--- src/rtl/shift_reg_serdes_ctrl_pkg.sv ---
// -----------------------------------------------------------------------------
// shift_reg_serdes_ctrl_pkg
// Shared definitions for every block that drives the universal shift register:
// the register operation codes, the serdes controller state encoding and a
// helper that picks the shift direction from the bit-order parameter.
// -----------------------------------------------------------------------------
package shift_reg_serdes_ctrl_pkg;

    // Shift register operation codes on sr_select.
    localparam logic [1:0] SEL_HOLD  = 2'b00;
    localparam logic [1:0] SEL_RIGHT = 2'b01;
    localparam logic [1:0] SEL_LEFT  = 2'b10;
    localparam logic [1:0] SEL_LOAD  = 2'b11;

    // Controller states.
    typedef enum logic [1:0] {
        IDLE  = 2'b00,
        SHIFT = 2'b01,
        HOLD  = 2'b10
    } state_e;

    // MSB-first frames leave through the MSB, so the register shifts left;
    // LSB-first frames leave through the LSB, so it shifts right.
    function automatic logic [1:0] shift_sel(input logic msb_first);
        if (msb_first) begin
            return SEL_LEFT;
        end else begin
            return SEL_RIGHT;
        end
    endfunction

endpackage

--- src/rtl/shift_reg_serdes_ctrl_bit_rate_div.sv ---
// -----------------------------------------------------------------------------
// shift_reg_serdes_ctrl_bit_rate_div
// Bit-rate divider: counts 0..DIV-1 while enabled and emits a one-cycle tick
// in the last cycle of each bit period. Cleared at frame start so every frame
// begins with a full bit period.
// Ports:
//   clk   in  system clock, rising edge
//   rst_n in  asynchronous active-low reset
//   clr   in  restart the count (frame start)
//   en    in  count enable (controller is shifting)
//   tick  out high in the last cycle of a bit period while enabled
// -----------------------------------------------------------------------------
module shift_reg_serdes_ctrl_bit_rate_div #(
    parameter int DIV = 1
) (
    input  logic clk,
    input  logic rst_n,
    input  logic clr,
    input  logic en,
    output logic tick
);

    localparam int CW = $clog2(DIV + 1);

    logic [CW-1:0] cnt_r;

    assign tick = en && (cnt_r == CW'(DIV - 1));

    // Divider count: restarts on clear and after each tick, advances while enabled.
    always_ff @(posedge clk or negedge rst_n) begin
        if (!rst_n) begin
            cnt_r <= {CW{1'b0}};
        end else if (clr) begin
            cnt_r <= {CW{1'b0}};
        end else if (tick) begin
            cnt_r <= {CW{1'b0}};
        end else if (en) begin
            cnt_r <= cnt_r + CW'(1);
        end else begin
            cnt_r <= cnt_r;
        end
    end

endmodule

--- src/rtl/shift_reg_serdes_ctrl.sv ---
// -----------------------------------------------------------------------------
// shift_reg_serdes_ctrl
// Sequences an external universal shift register as a framed, full-duplex
// serial port: parallel-load a TX word, shift it out while shifting ser_in in,
// then present the captured word on the RX handshake.
// Ports:
//   clk, rst_n                 clock (rising edge), async active-low reset
//   tx_data/tx_valid/tx_ready  parallel TX handshake
//   rx_data/rx_valid/rx_ready  parallel RX handshake
//   ser_in, ser_out            serial pins
//   ser_frame                  high during every cycle of a frame's bit periods
//   sr_select, sr_p_din,
//   sr_s_left_din,
//   sr_s_right_din             register control (00 hold, 01 right, 10 left, 11 load)
//   sr_p_dout, sr_s_left_dout,
//   sr_s_right_dout            register state (word, MSB, LSB)
// -----------------------------------------------------------------------------
module shift_reg_serdes_ctrl
    import shift_reg_serdes_ctrl_pkg::*;
#(
    parameter int WIDTH     = 4,
    parameter int DIV       = 1,
    parameter int MSB_FIRST = 1
) (
    input  logic             clk,
    input  logic             rst_n,
    input  logic [WIDTH-1:0] tx_data,
    input  logic             tx_valid,
    output logic             tx_ready,
    output logic [WIDTH-1:0] rx_data,
    output logic             rx_valid,
    input  logic             rx_ready,
    input  logic             ser_in,
    output logic             ser_out,
    output logic             ser_frame,
    output logic [1:0]       sr_select,
    output logic [WIDTH-1:0] sr_p_din,
    output logic             sr_s_left_din,
    output logic             sr_s_right_din,
    input  logic [WIDTH-1:0] sr_p_dout,
    input  logic             sr_s_left_dout,
    input  logic             sr_s_right_dout
);

    localparam int BCW = $clog2(WIDTH + 1);

    state_e         state_r;
    state_e         state_nxt_s;
    logic [BCW-1:0] bit_cnt_r;
    logic           tick_s;
    logic           load_s;
    logic           last_bit_s;
    logic           shifting_s;

    assign shifting_s = (state_r == SHIFT);
    assign last_bit_s = (bit_cnt_r == BCW'(WIDTH - 1));

    shift_reg_serdes_ctrl_bit_rate_div #(
        .DIV (DIV)
    ) u_bit_rate_div (
        .clk   (clk),
        .rst_n (rst_n),
        .clr   (load_s),
        .en    (shifting_s),
        .tick  (tick_s)
    );

    // The load word is always presented; it only matters when sr_select is LOAD.
    assign sr_p_din       = tx_data;
    assign sr_s_left_din  = ser_in;
    assign sr_s_right_din = ser_in;

    // Status outputs are plain decodes of the state register.
    assign ser_frame = shifting_s;
    assign rx_valid  = (state_r == HOLD);
    assign rx_data   = (state_r == HOLD) ? sr_p_dout : {WIDTH{1'b0}};
    assign ser_out   = shifting_s ? ((MSB_FIRST != 0) ? sr_s_left_dout : sr_s_right_dout)
                                  : 1'b0;

    // Next state, handshake readiness and register op for the current cycle.
    always_comb begin
        state_nxt_s = state_r;
        sr_select   = SEL_HOLD;
        tx_ready    = 1'b0;
        load_s      = 1'b0;
        case (state_r)
            IDLE: begin
                tx_ready = 1'b1;
                if (tx_valid) begin
                    load_s      = 1'b1;
                    sr_select   = SEL_LOAD;
                    state_nxt_s = SHIFT;
                end else begin
                    state_nxt_s = IDLE;
                end
            end
            SHIFT: begin
                if (tick_s) begin
                    sr_select = shift_sel(MSB_FIRST != 0);
                    if (last_bit_s) begin
                        state_nxt_s = HOLD;
                    end else begin
                        state_nxt_s = SHIFT;
                    end
                end else begin
                    state_nxt_s = SHIFT;
                end
            end
            HOLD: begin
                // A new word may only enter when the captured one leaves on the
                // same edge, which makes back-to-back frames gap-free.
                tx_ready = rx_ready;
                if (rx_ready && tx_valid) begin
                    load_s      = 1'b1;
                    sr_select   = SEL_LOAD;
                    state_nxt_s = SHIFT;
                end else if (rx_ready) begin
                    state_nxt_s = IDLE;
                end else begin
                    state_nxt_s = HOLD;
                end
            end
            default: begin
                state_nxt_s = IDLE;
            end
        endcase
    end

    // State register.
    always_ff @(posedge clk or negedge rst_n) begin
        if (!rst_n) begin
            state_r <= IDLE;
        end else begin
            state_r <= state_nxt_s;
        end
    end

    // Bit counter: cleared on frame start and after the last shift.
    always_ff @(posedge clk or negedge rst_n) begin
        if (!rst_n) begin
            bit_cnt_r <= {BCW{1'b0}};
        end else if (load_s) begin
            bit_cnt_r <= {BCW{1'b0}};
        end else if (shifting_s && tick_s) begin
            if (last_bit_s) begin
                bit_cnt_r <= {BCW{1'b0}};
            end else begin
                bit_cnt_r <= bit_cnt_r + BCW'(1);
            end
        end else begin
            bit_cnt_r <= bit_cnt_r;
        end
    end

endmodule

--- config.mk ---
export PLATFORM = sky130hd
export DESIGN_NAME = shift_reg_serdes_ctrl
export DESIGN_NICKNAME = d
export VERILOG_FILES = /design/src/rtl/shift_reg_serdes_ctrl_pkg.sv /design/src/rtl/shift_reg_serdes_ctrl_bit_rate_div.sv /design/src/rtl/shift_reg_serdes_ctrl.sv
export SDC_FILE = /design/constraint.sdc
export NUM_CORES = 1
export LEC_CHECK = 0
export ABC_AREA = 1
export CORE_AREA = 2 2 39 41
export CTS_CLUSTER_DIAMETER = 150
export DETAILED_ROUTE_END_ITERATION = 8
export DIE_AREA = 0 0 41 43
export MAX_ROUTING_LAYER = met4
export PLACE_DENSITY = 0.8
export SLEW_MARGIN = 40
export SYNTH_ARGS = -nofsm -noshare
export SYNTH_HDL_FRONTEND = slang
export SYNTH_HIERARCHICAL = 1
export SYNTH_SLANG_ARGS = --single-unit
export TNS_END_PERCENT = 10
--- constraint.sdc ---
create_clock -name clk -period 3.7 [get_ports clk]
set_input_delay 0.555 -clock clk [delete_from_list [all_inputs] [get_ports clk]]
set_output_delay 0.555 -clock clk [all_outputs]
set_load 0.005 [all_outputs]
==> impl_metrics.csv, run 1 <==
group,metric,value,unit
die,start_util,28.5,%
sta,setup_tns,0,ns
place,dp_cells,85,
pwr,peakVddDrop,0.000228,V
critical_path,required,3.14,ns
critical_path,rr_worst_depth,9,
sta,drv_slew,0,
worst_hold_path,worstHoldPathType,"reg -> reg",
global_routing,track_usage,10.5,%
clocking,cts_tree,"done",
job,maxCapViolCount,0,
sta,worst-slew-pin-transition,0.284,ns
pwr,powerDensity,606,nW/µm²
pwr,power.leakage,0.315,nW
final_layout,stdcell_count,88,
critical_path,r2r_setup_slack,2.30,ns
worst_hold_path,whs_endpoint,"bit_cnt_r[1]",
route,routed_wl,808,µm
pwr,power_frac_clock,17.2,%
die,die-area,1760,µm²
global_routing,grt_pass1_wl,1.15,mm
pwr,p_switching,129,µW
pwr,internal_power,217,µW
final_layout,finalNetCount,90,
die,die_y,43,µm
die,row_count,14,
synthesis,yosysTopAreaCell,"dfrtp_1",
synthesis,ys_ff_latch,6,
synthesis,yosysWarningCount,6,
sta,fin_skew,0.00541,ns
worst_hold_path,min_path_cells,2,
die,boundaryPins,31,
synthesis,synth_nets,73,
clocking,clockRootBuffer,"clkbuf_4",
sta,finalHoldViolations,0,
critical_path,criticalPathCategory,"reg -> out",
critical_path,worst_setup_path_end_kind,"output port",
global_routing,grt_pass1_vias,317,
sta,fmax,405,MHz
clocking,postCtsResizedCells,0,
synthesis,syn_inst,57,
worst_hold_path,hp-start,"bit_cnt_r[1]",
sta,grt_setup_unrepaired,"no",
route,drt_iter0_markers,2,
critical_path,critical_path_arrival,1.91,ns
final_layout,num-fill-cells,153,
die,core_area,1380,µm²
place,dp_hpwl,651,µm
clocking,postCtsSetupBuffers,0,
final_layout,drive_above_1_share,9.72,%
synthesis,synthTopCellsByArea,"dfrtp_1, inv_1, buf_4, nand2_1, nor2_1",
place,port_buffers,18,
clocking,clk_latency,0.25,ns
sta,post-route-period-util,66.7,%
sta,holdWs,0.506,ns
place,placed_cell_area,549,µm²
clocking,cts.reportedPaths.clkPinSlew,0.05,ns
route,vias,386,
route,drc,0,
final_layout,antennaDiodeCount,0,
critical_path,cp_max_fo,4,
run_status,status,"completed",
pwr,power_frac_seq,28.5,%
final_layout,syn_to_final_growth,45.1,%
pwr,pwr-share-comb,54.4,%
synthesis,mappedNetlistArea,394,µm²
synthesis,ys_seq_area_share,38.1,%
clocking,cts_hold_buf,0,
global_routing,antenna_found_initial,0,
final_layout,design_area,572,µm²
critical_path,cp-start-kind,"register",
synthesis,syn_avg_cell_area,6.91,µm²
die,die_width,41,µm
route,drt.antenna.violating_nets,0,
clocking,cts_max_level,1,
route,vias_per_cell,4.39,
synthesis,ys_types,13,
clocking,cts_made_buffers,3,
clocking,clock-sinks,6,
critical_path,timing.rr.end,"bit_cnt_r[0]",
final_layout,final_util,41.3,%
sta,post-route-min-period,2.47,ns
critical_path,r2r-start,"state_r[1]",
sta,setup_viol,0,
global_routing,grt_max_degree,8,
pwr,p_sw_share,37.3,%
place,place_congestion,0.768,
sta,max_slew_margin,81.0,%
clocking,clock_path_buffers,2,
route,first_pass_iters,2,
route,wl_per_cell,9.18,µm
synthesis,synth_top_area_share,38.1,%
global_routing,overflow,0,
==> state kept, by name (all words and copies together), names as in the netlist <==
register,cells
u_bit_rate_div/cnt_r,1
bit_cnt_r,3
state_r,2
==> synthesized netlist by cell type, drive strengths merged <==
cell / instances
a21oi: 2
inv: 15
o22ai: 1
o21ai: 1
buf: 6
nor2: 8
nand3: 6
dfrtp: 6
nand2: 11
ha: 1
==> through the flow <==
step	setup WS [ns]	total power, mW
6_report	1.23	0.347
3_3_place_gp	1.26	0.282
3_5_place_dp	1.24	0.290
4_1_cts	1.22	0.352
2_1_floorplan	2.10	0.206
5_1_grt	1.07	0.380
==> logic make-up (layout without fill, tap and decap cells) <==
group           Yosys count  after routing  synth area share, %
simple gates             25             25                 27.6
compound gates            4              4                 5.40
flops                     6              6                 38.1
fa+ha+maj                 1              1                 3.17
buf+inv                  21             36                 25.7
==> power groups by stage <==
| stage | clock network, mW | registers, mW | logic [mW] |
|---|---|---|---|
| 6_report | 0.0596 | 0.0987 | 0.188 |
| 5_1_grt | 0.0660 | 0.101 | 0.213 |
| 4_1_cts | 0.0624 | 0.0983 | 0.192 |
| 3_5_place_dp | 0 | 0.0993 | 0.191 |
| 3_3_place_gp | 0 | 0.0991 | 0.183 |
| 2_1_floorplan | 0 | 0.0969 | 0.109 |
==> worst max-delay path: stages (launching register included) <==
cell and delay [ns]:
dfrtp_1 0.40, inv_1 0.08, nand2_1 0.10, inv_1 0.12
inv_2 0.04, nor2_1 0.16, nand3_1 0.17, nand2_1 0.10
clkdlybuf4s50_1 0.49
==> cell usage in the layout, fill, tap and decap left out <==
cell and count:
a21oi_1 2, clkbuf_4 3, clkdlybuf4s50_1 18, dfrtp_1 6
ha_1 1, inv_1 13, inv_2 2, nand2_1 11
nand3_1 5, nand3_2 1, nor2_1 7, nor2_2 1
o21ai_0 1, o22ai_1 1
==> per-layer routing <==
metal | GRT usage (%) | share of wire (%) | vias to the layer above
li1 | - | - | 195
met1 | 8.91 | 37 | 170
met2 | 15.6 | 47 | 17
met3 | 6.28 | 13 | 4
met4 | 8.00 | 2.2 | 0
met5 | - | 0 | -
==> final cells by class <==
cell class	count	area (µm²)	area share, %
Clock buffer	3	22.5	3.94
Inverter	15	56.3	9.85
Multi-Input combinational cell	30	143	24.9
Sequential cell	6	150	26.3
Tap cell	16	20.0	3.50
Timing Repair Buffer	18	180	31.5
==> worst max-delay path by stage <==
stage	start	to	slack, ns
floorplan	state_r[1]	sr_select[1]	2.10
global placement	rx_ready	sr_select[1]	1.26
detailed placement	rx_ready	sr_select[1]	1.24
CTS	state_r[1]	sr_select[1]	1.22
global route	state_r[1]	sr_select[1]	1.07
finish	state_r[1]	sr_select[1]	1.23
Power figures use the tool's default switching activity.
==> run 2, diff against run 1 <==
clock period = 2.35 ns   (was 3.7 ns; I/O delays follow)
==> run 2 against run 1 <==
Effect of this change: clock skew down 0.0021 ns; design area is 1.3% higher; critical path depth is the same; largest power group unchanged; highest routed layer unchanged.
==> impl_metrics.csv, run 2 (same netlist as run 1, synthesis figures left out) <==
group,metric,value,unit
worst_hold_path,worstHoldPathType,"in -> async",
sta,post-route-period-util,94.1,%
final_layout,largest_registers,"bit_cnt_r (3), state_r (2), u_bit_rate_div/cnt_r (1)",
route,routed_wl,822,µm
sta,post-route-min-period,2.21,ns
final_layout,largest_register,"bit_cnt_r",
critical_path,cp-start-kind,"register",
critical_path,critPathSlowestCell,"clkdlybuf4s50_1",
sta,worst-slew-pin-transition,0.288,ns
route,first_pass_iters,2,
pwr,design_power_total,556,µW
global_routing,grt_max_degree,8,
pwr,power.leakage,0.318,nW
critical_path,criticalPathCategory,"reg -> out",
die,die_y,43,µm
die,die-area,1760,µm²
sta,max_slew_margin,80.7,%
sta,drv_slew,0,
job,maxCapViolCount,0,
route,drc,0,
critical_path,critical_path_arrival,1.86,ns
final_layout,antennaDiodeCount,0,
critical_path,crit_path_max_incr_delay,0.49,ns
sta,fmax,452,MHz
die,die_width,41,µm
final_layout,finalNetCount,90,
critical_path,crit_chain,"inv_1 > nand2_1 > inv_1 > inv_2 > nor2_2 > nand3_2 > nand2_1 > clkdlybuf4s50_1",
route,drt_iter0_markers,1,
pwr,powerDensity,960,nW/µm²
clocking,clockRootBuffer,"clkbuf_4",
global_routing,track_usage,11.5,%
clocking,cts_max_level,1,
final_layout,drive_above_1_share,12.5,%
clocking,clock_path_buffers,2,
route,drt.antenna.violating_nets,0,
critical_path,crit_buf_inv,4,
run_status,status,"completed",
pwr,peakVddDrop,0.000441,V
place,place_congestion,0.755,
final_layout,syn_to_final_growth,47.0,%
final_layout,final_common_cell,"clkdlybuf4s50_1",
critical_path,cp_top_family,"buffers and inverters",
sta,finalHoldViolations,0,
global_routing,grt_pass1_wl,1.28,mm
place,dp_hpwl,648,µm
critical_path,worst_setup_path_end_kind,"output port",
global_routing,overflow,0,
clocking,cts_made_buffers,3,
sta,setup_tns,0,ns
clocking,clk_latency,0.24,ns
critical_path,cp_max_fo,4,
sta,setup_viol,0,
clocking,cts.reportedPaths.clkPinSlew,0.05,ns
clocking,clock-sinks,6,
die,row_count,14,
clocking,cts_tree,"done",
die,boundaryPins,31,
route,vias_per_cell,4.33,
sta,fin_skew,0.00334,ns
global_routing,antenna_found_initial,0,
final_layout,layout_common_cells,"clkdlybuf4s50_1, inv_1, nand2_1, nor2_1, dfrtp_1",
route,vias,381,
die,core_area,1380,µm²
global_routing,grt_pass1_vias,350,
critical_path,required,2.00,ns
critical_path,r2r_setup_slack,1.01,ns
route,wl_per_cell,9.34,µm
place,port_buffers,18,
die,start_util,28.5,%
final_layout,largest_register_ffs,3,
==> run 2: cell counts in the layout (fill, tap and decap cells not counted) <==
Identical to the previous run, type by type.
==> run 2: worst register-to-register path, delay by kind of cell (launching register included) <==
kind,cells,cell delay [ns]
flip-flops,1,0.40
buffers and inverters,4,0.35
AND/OR/NAND/NOR,5,0.53
==> run 2: worst paths after layout <==
| check | start | to | depth (start not counted) |
|---|---|---|---|
| worst max-delay path | state_r[1] | sr_select[1] | 8 |
| worst min-delay path | rst_n | state_r[0] | 1 |
| worst max register to register | state_r[1] | bit_cnt_r[0] | 9 |
| worst min register to register | bit_cnt_r[2] | bit_cnt_r[2] | 2 |
| max in group asynchronous | rst_n | bit_cnt_r[2] | 1 |
| min in group clk | bit_cnt_r[2] | bit_cnt_r[2] | 2 |
==> run 2: layer usage <==
| metal | track usage [%] | wire length (µm) |
|---|---|---|
| met5 | - | 0 |
| met4 | 8.00 | 5 |
| met3 | 6.81 | 110 |
| met2 | 18.1 | 397 |
| met1 | 9.18 | 308 |
==> run 2: what timing repair did <==
item	in CTS	in global routing
setup endpoints to repair	0	1
buffers inserted	0	0
hold buffers	0	0
gates resized for setup	0	2
==> run 2: layout make-up <==
cell class,count,area (µm²)
fill,159,805
timing repair buffer,18,180
sequential,6,150
multi-input combinational,30,150
inverter,15,56.3
clock buffer,3,22.5
tap,16,20.0
==> run 2: where the power goes <==
part / internal, mW / leakage, nW / total [mW] / switching (mW)
logic: 0.155 / 0.227 / 0.304 / 0.150
clock network: 0.0577 / 0.0138 / 0.0937 / 0.0361
registers: 0.134 / 0.0776 / 0.158 / 0.0240
==> run 2: through the flow <==
step | area, µm² | std cells | hold WS, ns | setup WS [ns] | util (%)
final | 579 | 88 | 0.357 | 0.138 | 41.9
after global routing | 579 | 88 | 0.372 | -0.00986 | 41.9
after CTS | 572 | 88 | 0.358 | 0.0808 | 41.3
after detailed placement | 549 | 85 | 0.494 | 0.311 | 39.7
after global placement | 549 | 85 | 0.488 | 0.307 | 39.7
after floorplan | 394 | 57 | 0.0569 | 0.949 | -
==> run 3, diff against run 2 <==
PLACE_DENSITY = 0.83   (was 0.8)
==> run 3 against run 2 <==
Effect of this change: sequential power barely moved; via count down 2.1%; sequential share of layout area unchanged; clock power fell by 0.5%; flip-flop and latch count did not move; fmax grew 2.0%; core utilization did not move; clock skew down 0.0026 ns; design area is the same; cell count is the same; largest cell class unchanged; global-route usage fell by 0.82 points; critical path depth unchanged.
==> impl_metrics.csv, run 3 (same netlist as run 1, synthesis figures left out) <==
group,metric,value,unit
final_layout,finalNetCount,90,
critical_path,r2r-start,"state_r[1]",
global_routing,track_usage,10.7,%
place,placed_cell_area,549,µm²
die,start_util,28.5,%
route,drt.antenna.violating_nets,0,
pwr,power.leakage,0.318,nW
die,boundaryPins,31,
die,die_y,43,µm
clocking,clockRootBuffer,"clkbuf_4",
route,drt_iter0_markers,7,
sta,post-route-period-util,92.2,%
critical_path,critical_path_arrival,1.82,ns
critical_path,cp_max_fo,4,
run_status,status,"completed",
final_layout,largest_registers,"bit_cnt_r (3), state_r (2), u_bit_rate_div/cnt_r (1)",
sta,fmax,461,MHz
sta,grt_setup_unrepaired,"no",
pwr,peakVddDrop,0.000410,V
route,wl_per_cell,9.14,µm
place,port_buffers,18,
critical_path,cp-start-kind,"register",
clocking,clk_latency,0.24,ns
clocking,cts_max_level,1,
final_layout,drive_above_1_share,12.5,%
clocking,cts_made_buffers,3,
critical_path,crit_path_start,"state_r[1]",
clocking,cts.reportedPaths.clkPinSlew,0.04,ns
place,place_congestion,0.765,
die,die_width,41,µm
worst_hold_path,worstHoldPathType,"in -> async",
sta,post-route-min-period,2.17,ns
sta,max_slew_margin,82.0,%
route,routed_wl,804,µm
route,drc,0,
route,vias_per_cell,4.24,
global_routing,grt_pass1_wl,1.16,mm
global_routing,overflow,0,
final_layout,antennaDiodeCount,0,
sta,setup_viol,0,
pwr,powerDensity,952,nW/µm²
clocking,clock_path_buffers,2,
global_routing,grt_pass1_vias,324,
pwr,design_power_total,552,µW
clocking,cts_hold_buf,0,
clocking,postCtsSetupBuffers,0,
route,first_pass_iters,3,
global_routing,antenna_found_initial,0,
critical_path,worst_setup_path_end_kind,"output port",
route,vias,373,
clocking,cts_tree,"done",
global_routing,grt_max_degree,8,
sta,finalHoldViolations,0,
sta,fin_skew,0.000725,ns
final_layout,largest_register_ffs,3,
final_layout,design_area,579,µm²
die,core_area,1380,µm²
sta,setup_ws,0.182,ns
sta,drv_slew,0,
place,pre_cts_slack,0.313,ns
die,row_count,14,
final_layout,largest_register,"bit_cnt_r",
job,maxCapViolCount,0,
critical_path,criticalPathCategory,"reg -> out",
clocking,clock-sinks,6,
sta,worst-slew-pin-transition,0.269,ns
die,die-area,1760,µm²
final_layout,final_common_cell,"clkdlybuf4s50_1",
final_layout,layout_common_cells,"clkdlybuf4s50_1, inv_1, nand2_1, nor2_1, dfrtp_1",
place,dp_hpwl,638,µm
sta,setup_tns,0,ns
final_layout,syn_to_final_growth,47.0,%
critical_path,required,2.00,ns
-- run 3: cell type report --
class                           count  area (µm²)
Sequential cell                     6         150
Fill cell                         160         805
Clock buffer                        3        22.5
Multi-Input combinational cell     30         150
Timing Repair Buffer               18         180
Tap cell                           16        20.0
Inverter                           15        56.3
-- run 3: final timing paths --
check / slack (ns) / cells after the start / endpoint
max: 0.18 / 8 / sr_select[1]
min: 0.35 / 1 / bit_cnt_r[2]
max reg2reg: 1.06 / 9 / bit_cnt_r[0]
min reg2reg: 0.51 / 2 / bit_cnt_r[1]
max in group asynchronous: 1.79 / 1 / bit_cnt_r[0]
min in group clk: 0.51 / 2 / bit_cnt_r[1]
-- run 3: critical path, cell delays in order (launching register included) --
cell	delay, ns
dfrtp_1	0.40
inv_1	0.09
nand2_1	0.10
inv_1	0.11
inv_2	0.05
nor2_2	0.13
nand3_2	0.12
nand2_1	0.08
clkdlybuf4s50_1	0.49
-- run 3: where the power goes --
part / leakage (nW) / total, mW / switching [mW] / internal (mW)
clock network: 0.0138 / 0.0932 / 0.0355 / 0.0577
registers: 0.0776 / 0.156 / 0.0225 / 0.134
logic: 0.227 / 0.302 / 0.148 / 0.155
-- run 3: metal layers --
| metal | part of all wire (%) | up-vias | routed length [µm] | GRT usage [%] |
|---|---|---|---|---|
| met5 | 0 | - | 0 | - |
| met4 | 0.62 | 0 | 5 | 8.00 |
| met3 | 15 | 2 | 117 | 5.76 |
| met2 | 45 | 16 | 361 | 15.6 |
| met1 | 40 | 161 | 320 | 9.87 |
| li1 | - | 194 | - | - |
-- run 3: stage by stage --
| stage | util [%] | instances | hold WS (ns) |
|---|---|---|---|
| 6_report | 41.9 | 88 | 0.351 |
| 5_1_grt | 41.9 | 88 | 0.365 |
| 4_1_cts | 41.3 | 88 | 0.350 |
| 3_5_place_dp | 39.7 | 85 | 0.495 |
| 3_3_place_gp | 39.7 | 85 | 0.487 |
| 2_1_floorplan | - | 57 | 0.0569 |
-- run 3: timing repair --
| action | CTS | global route |
|---|---|---|
| endpoints found under the setup margin | 0 | 1 |
| resized for setup | 0 | 2 |
| endpoints found under the hold margin | 0 | 0 |
